File: config.mk
export PLATFORM = sky130hd
export DESIGN_NAME = imem_loader
export DESIGN_NICKNAME = d
export VERILOG_FILES = /design/src/rtl/imem_loader.sv
export SDC_FILE = /design/constraint.sdc
export NUM_CORES = 1
export LEC_CHECK = 0
export BUFFER_PORTS_ARGS = -buffer_cell sky130_fd_sc_hd__buf_2
export CAP_MARGIN = 40
export CORE_ASPECT_RATIO = 1.5
export CORE_MARGIN = 2
export CORE_UTILIZATION = 33
export CTS_CLUSTER_DIAMETER = 200
export CTS_CLUSTER_SIZE = 14
export DETAILED_ROUTE_END_ITERATION = 8
export GPL_TIMING_DRIVEN = 1
export SLEW_MARGIN = 20
export SYNTH_ARGS = -nofsm -noshare
export SYNTH_HDL_FRONTEND = slang
export SYNTH_SLANG_ARGS = --single-unit
File: constraint.sdc
create_clock -name clk_i -period 3.6 [get_ports clk_i]
set_clock_uncertainty 0.05 [all_clocks]
set_input_delay 0.72 -clock clk_i [delete_from_list [all_inputs] [get_ports clk_i]]
set_output_delay 0.72 -clock clk_i [all_outputs]
set_load 0.01 [all_outputs]
File: src/rtl/imem_loader.sv
// imem_loader: framed byte stream to instruction memory loader with checksum-gated CPU start
module imem_loader #(
  parameter int ADDR_W = 8
) (
  input  logic              clk_i,
  input  logic              rst_i,
  input  logic              load_i,
  input  logic [7:0]        byte_i,
  input  logic              byte_valid_i,
  output logic              byte_ready_o,
  output logic              imem_we_o,
  output logic [ADDR_W-1:0] imem_addr_o,
  output logic [31:0]       imem_data_o,
  output logic              cpu_start_o,
  output logic              done_o,
  output logic              err_o,
  output logic              busy_o
);
  localparam logic [2:0] S_IDLE = 3'd0, S_LEN_LO = 3'd1, S_LEN_HI = 3'd2, S_DATA = 3'd3,
                         S_CHK = 3'd4, S_DONE = 3'd5, S_ERR = 3'd6;
  localparam logic [16:0] MAX_N = 17'd1 << ADDR_W;
  logic [2:0]        state_q, state_d;
  logic [15:0]       len_q, len_d;
  logic [ADDR_W:0]   word_q, word_d, word_nx;
  logic [1:0]        cnt_q, cnt_d;
  logic [7:0]        sum_q, sum_d, sum_nx;
  logic [23:0]       asm_q, asm_d;
  logic              we_q, we_d, done_q, done_d, start_q, start_d, err_q, err_d;
  logic [ADDR_W-1:0] addr_q, addr_d;
  logic [31:0]       data_q, data_d;
  logic              busy, xfer, too_long, sum_ok;
  logic [15:0]       n;
  assign busy     = state_q inside {S_LEN_LO, S_LEN_HI, S_DATA, S_CHK};
  assign xfer     = busy && byte_valid_i;
  assign n        = {byte_i, len_q[7:0]};
  assign too_long = {1'b0, n} > MAX_N;
  assign word_nx  = word_q + (ADDR_W+1)'(1);
  assign sum_nx   = sum_q + byte_i;
  assign sum_ok   = sum_nx == 8'd0;
  always_comb begin
    state_d = state_q;
    len_d   = len_q;
    word_d  = word_q;
    cnt_d   = cnt_q;
    sum_d   = sum_q;
    asm_d   = asm_q;
    we_d    = 1'b0;
    addr_d  = addr_q;
    data_d  = data_q;
    done_d  = 1'b0;
    start_d = start_q;
    err_d   = err_q;
    if (!busy && load_i) begin
      state_d = S_LEN_LO;
      word_d  = '0;
      cnt_d   = '0;
      sum_d   = '0;
      start_d = 1'b0;
      err_d   = 1'b0;
    end else if (xfer && state_q == S_LEN_LO) begin
      len_d[7:0] = byte_i;
      state_d    = S_LEN_HI;
    end else if (xfer && state_q == S_LEN_HI) begin
      len_d[15:8] = byte_i;
      state_d     = too_long ? S_ERR : (n == 16'd0) ? S_CHK : S_DATA;
      err_d       = too_long;
    end else if (xfer && state_q == S_DATA) begin
      // bytes enter at the top so the first byte ends up least significant
      sum_d = sum_nx;
      cnt_d = cnt_q + 2'd1;
      asm_d = {byte_i, asm_q[23:8]};
      if (cnt_q == 2'd3) begin
        we_d    = 1'b1;
        addr_d  = word_q[ADDR_W-1:0];
        data_d  = {byte_i, asm_q};
        word_d  = word_nx;
        state_d = (word_nx == len_q[ADDR_W:0]) ? S_CHK : S_DATA;
      end
    end else if (xfer && state_q == S_CHK) begin
      state_d = sum_ok ? S_DONE : S_ERR;
      done_d  = sum_ok;
      start_d = sum_ok;
      err_d   = !sum_ok;
    end
  end
  always_ff @(posedge clk_i) begin
    if (rst_i) begin
      state_q <= S_IDLE;
      len_q   <= '0;
      word_q  <= '0;
      cnt_q   <= '0;
      sum_q   <= '0;
      asm_q   <= '0;
      we_q    <= 1'b0;
      addr_q  <= '0;
      data_q  <= '0;
      done_q  <= 1'b0;
      start_q <= 1'b0;
      err_q   <= 1'b0;
    end else begin
      state_q <= state_d;
      len_q   <= len_d;
      word_q  <= word_d;
      cnt_q   <= cnt_d;
      sum_q   <= sum_d;
      asm_q   <= asm_d;
      we_q    <= we_d;
      addr_q  <= addr_d;
      data_q  <= data_d;
      done_q  <= done_d;
      start_q <= start_d;
      err_q   <= err_d;
    end
  end
  assign byte_ready_o = busy;
  assign busy_o       = busy;
  assign imem_we_o    = we_q;
  assign imem_addr_o  = addr_q;
  assign imem_data_o  = data_q;
  assign done_o       = done_q;
  assign cpu_start_o  = start_q;
  assign err_o        = err_q;
endmodule

==> out/qor.yml, run 1 <==
run_status:
  outcome: "finished, final reports clean"
critical_path:
  max_stage_delay_ns: 0.42
  crit_chain: "buf_2, ha_1, fa_1, a211oi_1, o21bai_1, a21oi_1, xor2_1, nand4_1, a22o_1"
  critical_path_class: "in -> reg"
  r2r_start: "sum_q[0]"
  critPathLaunchType: "input pin"
  worstSetupStartpoint: "byte_i[0]"
  slowest_stage: "fa_1"
  endpoint: "err_o"
  critical_path.endpoint_type: "flop"
  r2r_cells: 8
  r2r-end: "err_o"
  arrival_ns: 2.90
  path_max_fanout: 8
  rrSetupSlack_ns: 1.15
  required_ns: 3.78
logic_synthesis:
  synth_top_area_frac: 0.455
  synth_most_common_cell: "nand2_1"
  synth_top_cells_by_count: "176 x nand2_1, 99 x dfxtp_1, 87 x a21oi_1"
  synth_cell_type_count: 50
  syn_area_mm2: 0.00435
  synth_fp_nets: 577
  yosys.area.top_type: "dfxtp_1"
  ys_async_sr_fraction: 0
  synth-edff-count: 0
  synth_area_per_cell_um2: 7.84
  ys.flop_type: "dfxtp_1"
  synth-seq-area-share: 0.455
  ys_top_cells_by_area: "dfxtp_1 46%, nand2_1 15%, a21oi_1 10%"
  yosysWarnings: 0
  synthCells: 555
  synth-seq-cells: 99
layout:
  drive_above_1_share: 0.147
  multi_input_area_mm2: 0.00218
  layoutNonFillerInstCount: 756
  seqCellArea_mm2: 0.00198
  area_growth_pct: 14.6
  antenna_cells: 0
  fin_util: 0.385
  fillers: 1363
  final_nets: 616
floorplanning:
  chipHeight_um: 145
  ioPinCount: 58
  coreArea_mm2: 0.0130
  start_util: 0.336
  fp.dieArea_mm2: 0.0141
  die_x_um: 97.8
  row_count: 51
timing:
  tightest_slew_ns: 0.783
  slew_violations: 0
  setup_viol: 0
  maxSlewHeadroom: 0.476
  rsz0062_at_grt: "false"
  fin_crit_sh: 0.755
  hold_viol: 0
  finalCriticalPeriod_ns: 2.72
  holdWs_ns: 0.400
  fmax_ghz: 0.368
  setup_tns_ns: 0
global_routing:
  antenna_found_initial: 0
  gr-usage-all-layers: 0.160
  grt_remaining_overflow: 0
  grt_pass1_vias: 3775
  grt_max_degree: 75
  grt_pass1_wl_um: 18100
power:
  ir_drop_mv: 0.260
  powerDensity_mw_per_mm2: 436
  leakage_nw: 1.85
cts:
  clk_transition_reported_paths_ns: 0.07
  clk_latency_ns: 0.34
  cts_buffer_depth: 2
  cts.repair.resized: 0
  ctsHoldBuffers: 0
  cts_made_buffers: 9
  htree_levels: 3
  cts_tree: "yes"
  cts_root_buf: "clkbuf_16"
  postCtsSetupBuffers: 0
  clock-sinks: 99
route:
  drc_errors: 0
  drt_pass1_iterations: 4
  ant_nets: 0
  via_count: 3871
  drt-total-wl_um: 11000
  dr.first_iter.drc_count: 214
  avgViaCountPerCell: 5.12
  wl_per_cell_um: 14.6
hold_path:
  hold_path.class: "reg -> reg"
run:
  maxCapViolCount: 0
placement:
  hpwl_um: 7870
  dp.cells: 742
  gp_congestion: 0.861
  portBuffers: 57
## where the power goes
part,total [mW],switching [mW],internal (mW)
registers,1.12,0.0162,1.11
logic,0.173,0.116,0.0576
clock network,0.881,0.415,0.466
total,2.18,0.547,1.63
## registers in the layout, indices dropped and copies added (netlist names)
register,count
state_q,3
sum_q,8
imem_data_o,32
done_o,1
word_q,9
err_o,1
imem_we_o,1
asm_q,24
imem_addr_o,8
cnt_q,2
len_q,9
cpu_start_o,1
## worst min-delay path by stage
stage                          from         endpoint  cells after the start
floorplan                  asm_q[0]   imem_data_o[0]                      2
global placement    imem_data_o[29]  imem_data_o[29]                      2
detailed placement  imem_data_o[26]  imem_data_o[26]                      2
CTS                 imem_data_o[26]  imem_data_o[26]                      2
global route         imem_addr_o[3]   imem_addr_o[3]                      2
finish               imem_addr_o[3]   imem_addr_o[3]                      2
## kinds of logic (layout without fill, tap and decap cells)
kind of cell / after synthesis / in the layout / share of synthesized area
and+or+nand+nor: 254 / 254 / 0.254
AOI/OAI and AO/OA: 123 / 123 / 0.161
DFF: 99 / 99 / 0.455
buffers and inverters: 41 / 83 / 0.0428
xor gates and xnor gates: 27 / 27 / 0.0543
adders and majority gates: 10 / 10 / 0.0305
muxes: 1 / 1 / 0.00259
## through the flow
step	area [µm²]	power [mW]	setup slack, ns
floorplan	4350	1.27	0.908
global placement	4730	1.32	0.612
detailed placement	4730	1.32	0.572
CTS	4990	2.20	0.923
global route	4990	2.26	0.700
finish	4990	2.18	0.883
## cell usage in the layout, fill, tap and decap left out, drive strengths merged, types with 2 or more instances in the layout
cell	instances
nand2	176
and2	2
xnor2	14
a2111oi	2
nor3b	3
o21ai	11
o221ai	2
nor2b	4
or2	2
nand3b	2
a211oi	2
clkinv	2
buf	65
nand3	11
clkbuf	9
nor2	21
nor3	7
and3	6
o211ai	3
ha	9
inv	6
xor2	13
a31oi	4
a21oi	87
nand4	5
o21a	2
or3	6
nor4	5
nand2b	3
o21bai	2
dfxtp	99
## critical path, delay by kind of cell
family,cells,cell delay (ns)
XOR/XNOR,1,0.28
AO/OA/AOI/OAI,4,0.86
adder cells (fa/ha/maj),2,0.67
AND/OR/NAND/NOR,1,0.20
buffers and inverters,1,0.16
## metal layers
layer | up-vias | track usage | wire length (µm)
met3 | 19 | 0.0274 | 269
met1 | 1843 | 0.174 | 4310
met2 | 71 | 0.299 | 6080
li1 | 1938 | - | -
met4 | 0 | 0.0789 | 344
met5 | - | 0 | 0
## layout make-up
cell class,instances,area share
Multi-Input combinational cell,415,0.438
Sequential cell,99,0.397
Timing Repair Buffer,65,0.0692
Clock buffer,9,0.0451
Tap cell,159,0.0399
Clock inverter,5,0.00777
Inverter,4,0.00301
No activity file was read; power rests on OpenSTA's default activity.
==> run 2: changes to the inputs <==
--- a/config.mk
+++ b/config.mk
@@ -5,6 +5,7 @@
 export SDC_FILE = /design/constraint.sdc
 export NUM_CORES = 1
 export LEC_CHECK = 0
+export ABC_AREA = 1
 export BUFFER_PORTS_ARGS = -buffer_cell sky130_fd_sc_hd__buf_2
 export CAP_MARGIN = 40
 export CORE_ASPECT_RATIO = 1.5
==> constraint.sdc (replaced) <==
create_clock -name clk_i -period 2.46 [get_ports clk_i]
set_clock_uncertainty 0.05 [all_clocks]
set_input_delay 0.492 -clock clk_i [delete_from_list [all_inputs] [get_ports clk_i]]
set_output_delay 0.492 -clock clk_i [all_outputs]
set_load 0.01 [all_outputs]
==> run 2 against run 1 <==
Net effect:
- critical path depth grew 2
- power grew 62%
- final area grew 0.15%
- critical endpoint is now state_q[1]
- area after synthesis shrank 2.0%
- die area shrank 1.9%
- count of clock-buffer cells in the layout grew 2
- critical path type is now reg -> reg
- global-route usage shrank 0.37 points
- setup slack lost 0.61 ns
- first-iteration DRC count shrank 26%
==> out/qor.yml, run 2 <==
floorplanning:
  chipHeight_um: 143
  ioPinCount: 58
  row_count: 50
  die_x_um: 96.9
  start_util: 0.339
  coreArea_mm2: 0.0126
  fp.dieArea_mm2: 0.0139
logic_synthesis:
  yosysWarnings: 0
  synth_top_cells_by_count: "99 x dfxtp_1, 86 x nand2_1, 81 x o21ai_0"
  synth_top_area_frac: 0.464
  synth-edff-count: 0
  ys_async_sr_fraction: 0
  yosys.area.top_type: "dfxtp_1"
  synth_fp_nets: 595
  synth_cell_type_count: 34
  ys.flop_type: "dfxtp_1"
  synth-seq-cells: 99
  synth_most_common_cell: "dfxtp_1"
  syn_area_mm2: 0.00427
  synth_area_per_cell_um2: 7.45
  synth-seq-area-share: 0.464
  synthCells: 573
  ys_top_cells_by_area: "dfxtp_1 46%, o21ai_0 9.5%, a21oi_1 9.3%"
layout:
  largest_register_ffs: 32
  antenna_cells: 0
  area_growth_pct: 17.1
  final_nets: 647
  drive_above_1_share: 0.151
  multi_input_area_mm2: 0.00193
  layout.cells.most_common: "dfxtp_1"
  layoutNonFillerInstCount: 786
  seqCellArea_mm2: 0.00198
  fillers: 1320
  final_cell_mix: "99 x dfxtp_1, 86 x nand2_1, 81 x o21ai_0"
placement:
  portBuffers: 57
  dp.cells: 770
  gp_congestion: 0.855
  post-place-ws_ns: -0.0209
  hpwl_um: 7760
route:
  drt_pass1_iterations: 5
  drt-total-wl_um: 10800
  dr.first_iter.drc_count: 159
  avgViaCountPerCell: 4.89
  drc_errors: 0
  via_count: 3845
  ant_nets: 0
  wl_per_cell_um: 13.7
global_routing:
  grt_pass1_wl_um: 17600
  gr-usage-all-layers: 0.156
  antenna_found_initial: 0
  grt_pass1_vias: 3603
  grt_remaining_overflow: 0
  grt_max_degree: 76
timing:
  hold_viol: 0
  holdWs_ns: 0.352
  maxSlewHeadroom: 0.544
  fin_crit_sh: 0.887
  rsz0062_at_grt: "false"
  tightest_slew_ns: 0.683
  fmax_ghz: 0.458
  slew_violations: 0
  setup_viol: 0
  setup_tns_ns: 0
  finalCriticalPeriod_ns: 2.18
  worst_slack_ns: 0.278
cts:
  cts_root_buf: "clkbuf_16"
  cts_buffer_depth: 2
  clock-sinks: 99
  htree_levels: 3
  clk_latency_ns: 0.34
  postCtsSetupBuffers: 0
  cts_made_buffers: 9
  ctsHoldBuffers: 0
  cts.repair.resized: 0
  clk_transition_reported_paths_ns: 0.07
  cts_tree: "yes"
critical_path:
  critical_path_class: "reg -> reg"
  crit_buf_inv: 0
  arrival_ns: 2.33
  crit_chain: "ha_1, fa_1, or2_2, nor2_1, nand3_1, nor2_1, nand3_1, nand2_1, nand3_1, nand2_1, a21oi_1"
  critical_path.endpoint_type: "flop"
  slowest_stage: "fa_1"
  required_ns: 2.61
  path_max_fanout: 3
  max_stage_delay_ns: 0.44
  critPathLaunchType: "flop"
  path_delay_family: "simple AND/OR/NAND/NOR gates"
  cp_common_cell: "nand3_1"
power:
  leakage_nw: 2.31
  finalPower_mw: 3.53
  ir_drop_mv: 0.331
  powerDensity_mw_per_mm2: 705
hold_path:
  hold_path.class: "in -> reg"
run:
  maxCapViolCount: 0
run_status:
  outcome: "finished, final reports clean"
## run 2: cell count changes after synthesis, moves of 12 or more
cell      change
nand2_1      -90
o21ai_0      +71
clkbuf_1     -12
nand3_1      +16
inv_1        +53
nor2_1       +46
## run 2: where the power goes
part | total, mW | switching [mW] | internal [mW]
Sequential | 1.70 | 0.0423 | 1.66
Combinational | 0.409 | 0.272 | 0.137
Clock | 1.41 | 0.619 | 0.795
Total | 3.53 | 0.934 | 2.59
## run 2: stage by stage
stage / cell area, µm² / utilization
after floorplan: 4270 / -
after global placement: 4700 / 0.374
after detailed placement: 4700 / 0.374
after CTS: 5000 / 0.397
after global routing: 5000 / 0.397
final: 5000 / 0.397
## run 2: cells by family after synthesis
family / after synthesis / share of synthesized area
adder cells (fa/ha/maj): 10 / 0.0311
flip-flops: 99 / 0.464
AND/OR/NAND/NOR: 202 / 0.206
XOR/XNOR: 5 / 0.0103
buffers and inverters: 88 / 0.0836
AO/OA/AOI/OAI: 169 / 0.205
## run 2: layout make-up
class | instances | area share
Clock buffer | 11 | 0.0466
Clock inverter | 5 | 0.0123
Inverter | 61 | 0.0458
Multi-Input combinational cell | 386 | 0.386
Sequential cell | 99 | 0.397
Tap cell | 156 | 0.0391
Timing Repair Buffer | 68 | 0.0736
## run 2: path summary, 6_finish.rpt
path / startpoint / end / slack, ns / depth (start not counted)
setup / recovery: sum_q[0] / state_q[1] / 0.28 / 11
hold / removal: rst_i / done_o / 0.35 / 2
setup reg to reg: sum_q[0] / state_q[1] / 0.28 / 11
hold reg to reg: sum_q[0] / sum_q[0] / 0.42 / 2
## run 2: worst register-to-register path: cells and delay by family (launching register included)
family / cells / cell delay, ns
AND/OR/NAND/NOR: 8 / 0.99
adder cells (fa/ha/maj): 2 / 0.65
flip-flops: 1 / 0.31
AO/OA/AOI/OAI: 1 / 0.05
## run 2: metal layers
layer  wire length, µm  vias up  GRT usage
li1                  -     2001          -
met1              4590     1743      0.177
met2              5450       81      0.284
met3               383       20     0.0279
met4               339        0     0.0719
met5                 0        -          0
